`src/rtl/mips_multicycle_control.sv`:
```
// Main control FSM for the multicycle MIPS core: sequences each instruction through
// fetch/decode/execute/memory/writeback with a req/ready memory handshake.
module mips_multicycle_control #(
  parameter int OPCODE_W   = 6,
  parameter int FUNCT_W    = 6,
  parameter int ALU_CTRL_W = 3,
  parameter int CNT_W      = 32,
  parameter bit EN_JUMP    = 1'b1,
  parameter bit EN_BNE     = 1'b1
) (
  input  logic                  clk,
  input  logic                  rst,
  input  logic [OPCODE_W-1:0]   opcode,
  input  logic [FUNCT_W-1:0]    funct,
  input  logic                  zero,
  input  logic                  mem_ready,
  output logic                  mem_req,
  output logic                  mem_write,
  output logic                  iord,
  output logic                  ir_write,
  output logic                  pc_en,
  output logic [1:0]            pc_src,
  output logic                  reg_write,
  output logic                  reg_dst,
  output logic                  mem_to_reg,
  output logic                  alu_src_a,
  output logic [1:0]            alu_src_b,
  output logic [ALU_CTRL_W-1:0] alu_ctrl,
  output logic                  illegal,
  output logic [3:0]            state,
  output logic [CNT_W-1:0]      instr_count
);

  typedef enum logic [3:0] {
    FETCH  = 4'd0,
    DECODE = 4'd1,
    MEMADR = 4'd2,
    MEMRD  = 4'd3,
    MEMWB  = 4'd4,
    MEMWR  = 4'd5,
    EXEC   = 4'd6,
    ALUWB  = 4'd7,
    BRANCH = 4'd8,
    ADDIEX = 4'd9,
    ADDIWB = 4'd10,
    JUMP   = 4'd11
  } state_t;

  localparam logic [OPCODE_W-1:0] OP_R    = OPCODE_W'(6'b000000);
  localparam logic [OPCODE_W-1:0] OP_LW   = OPCODE_W'(6'b100011);
  localparam logic [OPCODE_W-1:0] OP_SW   = OPCODE_W'(6'b101011);
  localparam logic [OPCODE_W-1:0] OP_BEQ  = OPCODE_W'(6'b000100);
  localparam logic [OPCODE_W-1:0] OP_BNE  = OPCODE_W'(6'b000101);
  localparam logic [OPCODE_W-1:0] OP_ADDI = OPCODE_W'(6'b001000);
  localparam logic [OPCODE_W-1:0] OP_J    = OPCODE_W'(6'b000010);

  localparam logic [FUNCT_W-1:0] FN_ADD = FUNCT_W'(6'b100000);
  localparam logic [FUNCT_W-1:0] FN_SUB = FUNCT_W'(6'b100010);
  localparam logic [FUNCT_W-1:0] FN_AND = FUNCT_W'(6'b100100);
  localparam logic [FUNCT_W-1:0] FN_OR  = FUNCT_W'(6'b100101);
  localparam logic [FUNCT_W-1:0] FN_SLT = FUNCT_W'(6'b101010);

  localparam logic [ALU_CTRL_W-1:0] ALU_AND = ALU_CTRL_W'(3'b000);
  localparam logic [ALU_CTRL_W-1:0] ALU_OR  = ALU_CTRL_W'(3'b001);
  localparam logic [ALU_CTRL_W-1:0] ALU_ADD = ALU_CTRL_W'(3'b010);
  localparam logic [ALU_CTRL_W-1:0] ALU_SUB = ALU_CTRL_W'(3'b110);
  localparam logic [ALU_CTRL_W-1:0] ALU_SLT = ALU_CTRL_W'(3'b111);

  state_t cur, nxt;
  logic   retire;
  // Instruction class is captured in DECODE so later states never look at opcode.
  logic   is_store, is_bne;

  always_ff @(posedge clk) begin
    if (rst) begin
      cur         <= FETCH;
      instr_count <= '0;
      is_store    <= 1'b0;
      is_bne      <= 1'b0;
    end else begin
      cur <= nxt;
      if (retire) instr_count <= instr_count + 1'b1;
      if (cur == DECODE) begin
        is_store <= (opcode == OP_SW);
        is_bne   <= (opcode == OP_BNE);
      end
    end
  end

  assign state = cur;

  always_comb begin
    nxt        = FETCH;
    retire     = 1'b0;
    mem_req    = 1'b0;
    mem_write  = 1'b0;
    iord       = 1'b0;
    ir_write   = 1'b0;
    pc_en      = 1'b0;
    pc_src     = 2'b00;
    reg_write  = 1'b0;
    reg_dst    = 1'b0;
    mem_to_reg = 1'b0;
    alu_src_a  = 1'b0;
    alu_src_b  = 2'b00;
    alu_ctrl   = ALU_ADD;
    illegal    = 1'b0;

    case (cur)
      FETCH: begin
        mem_req   = 1'b1;
        alu_src_b = 2'b01;
        ir_write  = mem_ready;
        pc_en     = mem_ready;
        nxt       = mem_ready ? DECODE : FETCH;
      end
      DECODE: begin
        alu_src_b = 2'b11;
        if (opcode == OP_LW || opcode == OP_SW)              nxt = MEMADR;
        else if (opcode == OP_R)                             nxt = EXEC;
        else if (opcode == OP_BEQ || (EN_BNE && opcode == OP_BNE)) nxt = BRANCH;
        else if (opcode == OP_ADDI)                          nxt = ADDIEX;
        else if (EN_JUMP && opcode == OP_J)                  nxt = JUMP;
        else begin
          illegal = 1'b1;
          nxt     = FETCH;
        end
      end
      MEMADR: begin
        alu_src_a = 1'b1;
        alu_src_b = 2'b10;
        nxt       = is_store ? MEMWR : MEMRD;
      end
      MEMRD: begin
        mem_req = 1'b1;
        iord    = 1'b1;
        nxt     = mem_ready ? MEMWB : MEMRD;
      end
      MEMWB: begin
        reg_write  = 1'b1;
        mem_to_reg = 1'b1;
        retire     = 1'b1;
      end
      MEMWR: begin
        mem_req   = 1'b1;
        mem_write = 1'b1;
        iord      = 1'b1;
        retire    = mem_ready;
        nxt       = mem_ready ? FETCH : MEMWR;
      end
      EXEC: begin
        alu_src_a = 1'b1;
        nxt       = ALUWB;
        case (funct)
          FN_ADD:  alu_ctrl = ALU_ADD;
          FN_SUB:  alu_ctrl = ALU_SUB;
          FN_AND:  alu_ctrl = ALU_AND;
          FN_OR:   alu_ctrl = ALU_OR;
          FN_SLT:  alu_ctrl = ALU_SLT;
          default: begin
            illegal = 1'b1;
            nxt     = FETCH;
          end
        endcase
      end
      ALUWB: begin
        reg_write = 1'b1;
        reg_dst   = 1'b1;
        retire    = 1'b1;
      end
      BRANCH: begin
        alu_src_a = 1'b1;
        alu_ctrl  = ALU_SUB;
        pc_src    = 2'b01;
        pc_en     = is_bne ? !zero : zero;
        retire    = 1'b1;
      end
      ADDIEX: begin
        alu_src_a = 1'b1;
        alu_src_b = 2'b10;
        nxt       = ADDIWB;
      end
      ADDIWB: begin
        reg_write = 1'b1;
        retire    = 1'b1;
      end
      JUMP: begin
        pc_src = 2'b10;
        pc_en  = 1'b1;
        retire = 1'b1;
      end
      default: nxt = FETCH;
    endcase

    // A reset cycle must never leak a strobe into the datapath or memory.
    if (rst) begin
      mem_req   = 1'b0;
      mem_write = 1'b0;
      ir_write  = 1'b0;
      pc_en     = 1'b0;
      reg_write = 1'b0;
      illegal   = 1'b0;
    end
  end

endmodule

```
`config.mk`:
```
export PLATFORM = sky130hd
export DESIGN_NAME = mips_multicycle_control
export DESIGN_NICKNAME = d
export VERILOG_FILES = /design/src/rtl/mips_multicycle_control.sv
export SDC_FILE = /design/constraint.sdc
export NUM_CORES = 1
export LEC_CHECK = 0
export BUFFER_PORTS_ARGS = -buffer_cell sky130_fd_sc_hd__buf_2
export CAP_MARGIN = 10
export CORE_ASPECT_RATIO = 0.9
export CORE_MARGIN = 2
export CORE_UTILIZATION = 50
export DETAILED_ROUTE_END_ITERATION = 8
export PLACE_DENSITY = 0.78
export SLEW_MARGIN = 0
export SYNTH_ARGS = -nofsm -noshare
export SYNTH_HDL_FRONTEND = slang
export SYNTH_SLANG_ARGS = --single-unit
```
`constraint.sdc`:
```
create_clock -name clk -period 4.4 [get_ports clk]
set_input_delay 0.44 -clock clk [delete_from_list [all_inputs] [get_ports clk]]
set_output_delay 0.44 -clock clk [all_outputs]
set_load 0.1 [all_outputs]
```
==> reports/qor.txt <==
kind of end point of the critical path: output port
syn_nets: 315
fin nets: 373
synthesized cell area: 2310 um2
grt ovf: 0
commonest non-fill, non-tap cell in the layout: buf_2
DRC: 0
Syn Inst Count: 298
initial antenna violation count: 0
synth top area cells: dfxtp_1, nor2_1, xnor2_1, a21oi_1, nor3_1
unrepaired setup endpoints after global routing: no
GP Congestion: 0.846
layout cells sized above 1: 26.1%
R2R Path Start: state[1]$_SDFF_PP0_
Die H: 68.5 um
#FFs+latches synth: 38
Distinct cells, synth: 53
DRT Wirelength: 5.69 mm
Worst Tran Pin Value: 758 ps
CP max stage cell: dfxtp_1
first-pass GRT wire length: 9.35 mm
worst path cell trace: nand2b_1 > nor3_1 > nand3_1 > nand2b_1 > a21oi_1 > buf_2
Highest Clock Rate: 337 MHz
CP peak stage delay: 610 ps
max-cap violation count: 0
Hold/Removal Path Class: primary input to register
relative slew slack: 49.5%
Via density: 5.61
PD cells: 247 nW/um2
post-CTS setup buffer count: 0
DRT antenna net count: 0
most used cell, CP: nand2b_1
dpl ws: 1800 ps
GRT Total Usage: 23.5%
Final Core Density: 61.5%
CTS root buf: clkbuf_8
Synth area leader: dfxtp_1
commonest non-fill, non-tap cells in the layout: buf_2, nor2_1, dfxtp_1, a21oi_1
CTS tree: yes
Ant. Diodes: 0
final instance area: 2740 um2
Final WS setup: 1430 ps
PortBufs: 68
TritonCTS Buffers: 5
final hold violation count: 0
Synth top area share: 33.0%
vias in the first global route: 2111
min cycle time layout: 2970 ps
clock slew at reported path FFs: 70 ps
HPWL Detailed: 4.04 mm
Startpoint Class: register
Post-synth ARST share: 0%
clock sink count: 38
period utilization: 67.4%
area grow syn2layout: 18.8%
largest net degree at the start of global routing: 43
Min-Delay Startpoint: opcode[0]
main flop type after synthesis: dfxtp_1
core area: 4460 um2
register area: 761 um2
final setup TNS: 0 ps
Synth Area per Inst: 7.75 um2
VDD IR-drop max: 0.189 mV
crit path DAT: 2530 ps
worst path required time: 3960 ps
post-CTS sizing: 0
die area: 5180 um2
max-slew violation count: 0
Synth warnings: 0
CTS Hold Buffers Added: 0
post-placement cell count: 411
Final Non-Filler Cells: 419
clk_lat worst skew: 290 ps
DR vias: 2350
final setup vio count: 0
Fillers: 425
CP Max Fanout: 15
post-DR wirelength/cell: 13.6 um
WS Path Type: register to output port
skew final: 2.94 ps
Seq/Total Area, Yosys: 33.0%
Post-DP Area: 2650 um2
Ports: 69
source of the critical timing path: state[0]$_SDFF_PP0_
total power: 0.677 mW
status: finished clean
H-tree depth: 2
Die Span X: 75.6 um
EDFF count, synth: 0
Multi-input gate area: 1450 um2
WHS: 442 ps
first drt pass iteration count: 4
starting density of the core: 51.8%
initial DRC count: 164
leakage: 1.12 nW
# rows: 23
CTS Buffer Depth: 2
critical path, delay by kind of cell, from the launching register on:
kind,cells,cell delay [ps]
buf+inv,1,450
simple gates,4,1040
compound gates,1,130
flops,1,610
registers in the layout (all words and copies together), names as in the netlist:
name,cells
instr_count,32
is_bne,1
is_store,1
state,4
power breakdown:
part	switching, mW	leakage (nW)	internal [mW]	total (mW)
Sequential	0.00345	0.306	0.345	0.348
Clock	0.124	0.0482	0.126	0.251
Combinational	0.0590	0.762	0.0192	0.0782
Yosys cell counts, drive strengths merged, types with 4 or more instances:
| library cell | number |
|---|---|
| a21oi | 21 |
| and3 | 5 |
| and4 | 4 |
| buf | 8 |
| clkbuf | 9 |
| dfxtp | 38 |
| inv | 5 |
| nand2 | 16 |
| nand2b | 8 |
| nand3 | 17 |
| nand4 | 13 |
| nor2 | 39 |
| nor2b | 5 |
| nor3 | 18 |
| nor4 | 6 |
| o21ai | 14 |
| or3 | 12 |
| xnor2 | 13 |
| xor2 | 10 |
routing by layer:
layer | vias to the layer above | global-route usage, % | share of wire [%]
met4 | 0 | 7.89 | 1.2
met1 | 1081 | 31.0 | 47
met2 | 67 | 37.9 | 46
li1 | 1195 | - | -
met5 | - | 0 | 0
met3 | 7 | 5.45 | 5.4
layout make-up:
class	instances	share of cell area, %
inverters	5	0.684
well taps	62	2.83
clock inverters	1	0.182
repair buffers	68	12.4
clock buffers	7	3.15
multi-input cells	238	53.0
flip-flops and latches	38	27.7
worst paths after layout:
| check | end | slack, ps | cells past startpoint |
|---|---|---|---|
| max | illegal | 1430 | 6 |
| max reg2reg | instr_count[31]$_SDFFE_PP0P_ | 1970 | 5 |
| min reg2reg | is_bne$_SDFFE_PP0P_ | 470 | 2 |
| min | is_bne$_SDFFE_PP0P_ | 440 | 3 |
cell families (layout without fill, tap and decap cells):
| logic type | Yosys count | count (layout) | synth area share, % |
|---|---|---|---|
| compound gates | 54 | 54 | 14.4 |
| xor+xnor | 23 | 23 | 8.73 |
| fa+ha+maj | 1 | 1 | 0.542 |
| buf+inv | 22 | 81 | 4.39 |
| flops | 38 | 38 | 33.0 |
| mux | 5 | 5 | 2.33 |
| simple gates | 155 | 155 | 36.7 |
(Power assumes the default switching activity.)
